==> config.mk <==
export PLATFORM = sky130hd
export DESIGN_NAME = twin_reg_serial_tx
export DESIGN_NICKNAME = d
export VERILOG_FILES = /design/src/rtl/twin_reg_pkg.sv /design/src/rtl/twin_reg_serial_tx.sv
export SDC_FILE = /design/constraint.sdc
export NUM_CORES = 1
export LEC_CHECK = 0
export BUFFER_PORTS_ARGS = -buffer_cell sky130_fd_sc_hd__buf_2
export CAP_MARGIN = 10
export CORE_ASPECT_RATIO = 1.2
export CORE_MARGIN = 4
export CORE_UTILIZATION = 54
export CTS_CLUSTER_SIZE = 16
export DETAILED_ROUTE_END_ITERATION = 8
export PLACE_DENSITY = 0.78
export SLEW_MARGIN = 25
export SYNTH_ARGS = -nofsm -noshare
export SYNTH_HDL_FRONTEND = slang
export SYNTH_SLANG_ARGS = --single-unit
==> constraint.sdc <==
create_clock -name clk -period 2.6 [get_ports clk]
set_clock_uncertainty 0.05 [all_clocks]
set_input_delay 0 -clock clk [delete_from_list [all_inputs] [get_ports clk]]
set_output_delay 0 -clock clk [all_outputs]
set_load 0.02 [all_outputs]
==> src/rtl/twin_reg_pkg.sv <==
`default_nettype none
// ============================================================================
//  Module   : twin_reg_pkg
//  Brief    : Shared types and constants for the twin register serial path.
//  Revision : 1.0 - initial release
// ============================================================================
package twin_reg_pkg;

   // Word width of each register in the twin set and the resulting frame.
   localparam int TWIN_WIDTH     = 8;
   localparam int TWIN_FRAME_LEN = 2 * TWIN_WIDTH;

   // Transmitter state encoding, kept as plain constants for older tools.
   typedef logic [1:0] state_t;
   localparam state_t ST_IDLE  = 2'd0;
   localparam state_t ST_SHIFT = 2'd1;
   localparam state_t ST_DONE  = 2'd2;

endpackage : twin_reg_pkg
`default_nettype wire

==> src/rtl/twin_reg_serial_tx.sv <==
`default_nettype none
// ============================================================================
//  Module   : twin_reg_serial_tx
//  Brief    : Captures both twin register words on a start request and shifts
//             them out one bit per clock with a frame strobe, a busy flag and
//             a one-cycle completion pulse. All outputs are registered.
//  Revision : 1.0 - initial release
// ============================================================================
module twin_reg_serial_tx
   import twin_reg_pkg::*;
#(
   parameter int WIDTH     = TWIN_WIDTH,
   parameter bit MSB_FIRST = 1'b1
) (
   input  logic             clk,
   input  logic             rst,
   input  logic             start,
   input  logic [WIDTH-1:0] d1,
   input  logic [WIDTH-1:0] d2,
   output logic             sdo,
   output logic             frame,
   output logic             busy,
   output logic             done
);

   localparam int                c_FRAME_LEN = 2 * WIDTH;
   localparam int                c_CNT_W     = $clog2(c_FRAME_LEN);
   localparam logic [c_CNT_W-1:0] c_CNT_LAST = c_CNT_W'(c_FRAME_LEN - 1);
   localparam logic [c_CNT_W-1:0] c_CNT_ONE  = c_CNT_W'(1);

   state_t                   r_state;
   logic [c_CNT_W-1:0]       r_cnt;
   logic [c_FRAME_LEN-1:0]   r_shift;
   logic                     r_sdo;
   logic                     r_frame;
   logic                     r_busy;
   logic                     r_done;
   logic [c_FRAME_LEN-1:0]   w_stream;

   // Arrange both words in transmit order so the MSB of w_stream goes first.
   always_comb begin
      w_stream = '0;
      for (int i = 0; i < WIDTH; i++) begin
         if (MSB_FIRST) begin
            w_stream[c_FRAME_LEN-1-i] = d1[WIDTH-1-i];
            w_stream[WIDTH-1-i]       = d2[WIDTH-1-i];
         end else begin
            w_stream[c_FRAME_LEN-1-i] = d1[i];
            w_stream[WIDTH-1-i]       = d2[i];
         end
      end
   end

   // Frame FSM: the first bit is registered straight from the capture so it
   // appears one cycle after start; the counter tracks the bit now on sdo.
   always_ff @(posedge clk or posedge rst) begin
      if (rst) begin
         r_state <= ST_IDLE;
         r_cnt   <= '0;
         r_shift <= '0;
         r_sdo   <= 1'b0;
         r_frame <= 1'b0;
         r_busy  <= 1'b0;
         r_done  <= 1'b0;
      end else begin
         case (r_state)
            ST_IDLE: begin
               r_done <= 1'b0;
               if (start) begin
                  r_state <= ST_SHIFT;
                  r_cnt   <= '0;
                  r_sdo   <= w_stream[c_FRAME_LEN-1];
                  r_shift <= {w_stream[c_FRAME_LEN-2:0], 1'b0};
                  r_frame <= 1'b1;
                  r_busy  <= 1'b1;
               end
            end
            ST_SHIFT: begin
               if (r_cnt == c_CNT_LAST) begin
                  r_state <= ST_DONE;
                  r_sdo   <= 1'b0;
                  r_frame <= 1'b0;
                  r_done  <= 1'b1;
               end else begin
                  r_cnt   <= r_cnt + c_CNT_ONE;
                  r_sdo   <= r_shift[c_FRAME_LEN-1];
                  r_shift <= {r_shift[c_FRAME_LEN-2:0], 1'b0};
               end
            end
            ST_DONE: begin
               // Start is ignored here, giving the fixed frame spacing.
               r_state <= ST_IDLE;
               r_done  <= 1'b0;
               r_busy  <= 1'b0;
            end
            default: begin
               r_state <= ST_IDLE;
               r_sdo   <= 1'b0;
               r_frame <= 1'b0;
               r_busy  <= 1'b0;
               r_done  <= 1'b0;
            end
         endcase
      end
   end

   assign sdo   = r_sdo;
   assign frame = r_frame;
   assign busy  = r_busy;
   assign done  = r_done;

endmodule : twin_reg_serial_tx
`default_nettype wire

==> results.sh <==
export IMPL_cts_made_buffers=3
export IMPL_peakVddDrop_v=0.000724
export IMPL_final_cell_mix="25 x dfrtp_1, 22 x buf_2, 21 x mux2_2"
export IMPL_area_growth_pct=24.6
export IMPL_finalSetupTns_ns=0
export IMPL_drcViolationCount=0
export IMPL_cts_sinks=25
export IMPL_drv_slew=0
export IMPL_clock_path_buffers=2
export IMPL_setup_violations=0
export IMPL_ys_flop_type="dfrtp_1"
export IMPL_layout_commonest_cell="dfrtp_1"
export IMPL_yosysTopAreaCellShare=0.494
export IMPL_crit_family="flip-flops"
export IMPL_grt_overflow=0
export IMPL_viasPerCell=5.20
export IMPL_p_seq_frac=0.389
export IMPL_place_gp_congestion=0.757
export IMPL_crit_type="reg2reg"
export IMPL_internal_power_mw=1.21
export IMPL_grt_pass1_wl_mm=3.92
export IMPL_cp_slowest_cell="dfrtp_1"
export IMPL_critical_path_max_fanout=17
export IMPL_portBuffers=22
export IMPL_drt_pre_antenna_iters=3
export IMPL_cp_data_required_time_ns=2.76
export IMPL_routedWlPerCell_um=13.6
export IMPL_hold_class="in2reg"
export IMPL_stdcell_count=168
export IMPL_synth_warnings=0
export IMPL_async_flop_share=1.00
export IMPL_setup_slack_ns=0.529
export IMPL_p_per_area_nw_per_um2=1170
export IMPL_grt_usage=0.168
export IMPL_synthTopCellsByArea="dfrtp_1 49%, mux2_2 19%, mux2_4 8.3%"
export IMPL_syn_avg_cell_area_um2=12.8
export IMPL_slew_headroom=0.432
export IMPL_dieArea_um2=3190
export IMPL_grt_max_degree=26
export IMPL_crit_path_start_kind="register"
export IMPL_post_cts_repair_setup_buffers=0
export IMPL_drive_gt1_frac=0.420
export IMPL_leakage_nw=0.788
export IMPL_end_kind="register"
export IMPL_crit_buf_inv=1
export IMPL_switching_power_mw=0.637
export IMPL_clock_fmax_mhz=483
export IMPL_drt_wl_total_mm=2.29
export IMPL_cp_arrival_ns=2.23
export IMPL_fin_crit_sh=0.796
export IMPL_clk_latency_ns=0.32
export IMPL_placed_cells=147
export IMPL_fp_dieW_um=52.2
export IMPL_synth_distinct_cells=28
export IMPL_vias=874
export IMPL_status="completed"
export IMPL_drt_iter0_markers=11
export IMPL_cp_cell_sequence="ha_1, and3_1, a211oi_4, buf_4, mux2_2"
export IMPL_hpwl_mm=1.53
export IMPL_ant_nets=0
export IMPL_final_core_util=0.738
export IMPL_postSynthCellCount=99
export IMPL_cts_tree="yes"
export IMPL_die_h_um=61.1
export IMPL_antenna_found_initial=0
export IMPL_fin_crit_ns=2.07
export IMPL_grt_setup_unrepaired="no"
export IMPL_pre_cts_slack_ns=0.570
export IMPL_seq_area_frac_synth=0.494
export IMPL_io_pins=23
export IMPL_synth_fp_nets=119
export IMPL_synth_area_um2=1270
export IMPL_antenna_cells=0
export IMPL_maxCapViolations=0
export IMPL_hold_violations=0
export IMPL_clockPowerShare=0.094
export IMPL_combPwrFrac=0.517
export IMPL_h_tree_depth=1
export IMPL_synth_area_leader_cell="dfrtp_1"
export IMPL_fill_cells=152
export IMPL_synth_ff_latch_count=25
export IMPL_initial_core_util=0.592
export IMPL_core_um2=2140
export IMPL_slowest_delay_ns=0.45
export IMPL_nets=159
export IMPL_grt_pass1_vias=882
export IMPL_synth_edf_count=0
export IMPL_power_mw=1.84
export IMPL_tightest_slew_ns=0.847
export IMPL_num_rows=18
export IMPL_path_clk_slew_ns=0.14
export IMPL_cts_root_buf="clkbuf_4"
export IMPL_switching_share=0.346
layer usage:
layer	GRT usage	share of wire	up-vias
met5	0	0	-
met4	0.0766	0.018	0
met3	0.0218	0.036	5
met2	0.311	0.52	19
met1	0.194	0.42	425
li1	-	-	425
final timing paths:
path                            slack, ns                 start  cells after the start                 endpoint
min in group asynchronous            0.22                   rst                      3  r_shift[12]$_DFFE_PP0P_
worst min-delay path                 0.05                 d2[0]                      4   r_shift[1]$_DFFE_PP0P_
max in group asynchronous            1.87                   rst                      3   r_shift[2]$_DFFE_PP0P_
worst min register to register       0.44     frame$_DFFE_PP0P_                      1        frame$_DFFE_PP0P_
worst max-delay path                 0.53  r_cnt[0]$_DFFE_PP0P_                      5   r_shift[4]$_DFFE_PP0P_
worst max register to register       0.53  r_cnt[0]$_DFFE_PP0P_                      5   r_shift[4]$_DFFE_PP0P_
sequential cells by signal, indices dropped and copies added, names as in the netlist:
signal,count
r_shift,15
done,1
sdo,1
r_cnt,4
frame,1
r_state,2
busy,1
cells in the mapped netlist (2+ instances only):
cell type,number
mux2_4,7
inv_1,5
nor2_1,6
nand3_1,2
nand2b_1,3
dfrtp_1,25
buf_2,2
clkbuf_1,2
a21oi_1,3
nand2_1,4
mux2_2,21
mux2i_1,3
layout make-up:
cell class | instances | area (µm²) | share of cell area
multi-input cells | 63 | 574 | 0.364
flip-flops and latches | 25 | 626 | 0.396
clock buffers | 3 | 22.5 | 0.0143
repair buffers | 41 | 295 | 0.187
clock inverters | 1 | 5.00 | 0.00317
inverters | 5 | 18.8 | 0.0119
well taps | 30 | 37.5 | 0.0238
kinds of logic (layout without fill, tap and decap cells):
kind of cell	after synthesis	after routing	synth area share
buffers and inverters	11	50	0.0533
AO/OA/AOI/OAI	11	11	0.0721
flip-flops	25	25	0.494
multiplexers	31	31	0.293
AND/OR/NAND/NOR	20	20	0.0780
adder cells (fa/ha/maj)	1	1	0.00987
repair_timing:
item,CTS,global route
setup endpoints to repair,0,0
gates resized for setup,0,0
hold buffers,17,0
endpoints found under the hold margin,41,0
tightest hold or removal path, delay by kind of cell:
family,cells,cell delay (ns)
buffers and inverters,2,0.11
AO/OA/AOI/OAI,2,0.27
power groups by stage:
stage / combinational, mW / sequential (mW) / clock [mW]
after floorplan: 0.808 / 0.706 / 0
after global placement: 0.908 / 0.713 / 0
after detailed placement: 0.937 / 0.726 / 0
after CTS: 0.964 / 0.717 / 0.177
after global routing: 1.04 / 0.743 / 0.195
final: 0.952 / 0.717 / 0.173
per-stage QoR:
step                      cell area (µm²)  hold slack [ns]
after floorplan                      1270          -0.0227
after global placement               1380            0.188
after detailed placement             1380            0.198
after CTS                            1580           0.0448
after global routing                 1580           0.0640
final                                1580           0.0451
Note: power is estimated with default switching activity, not from simulation.
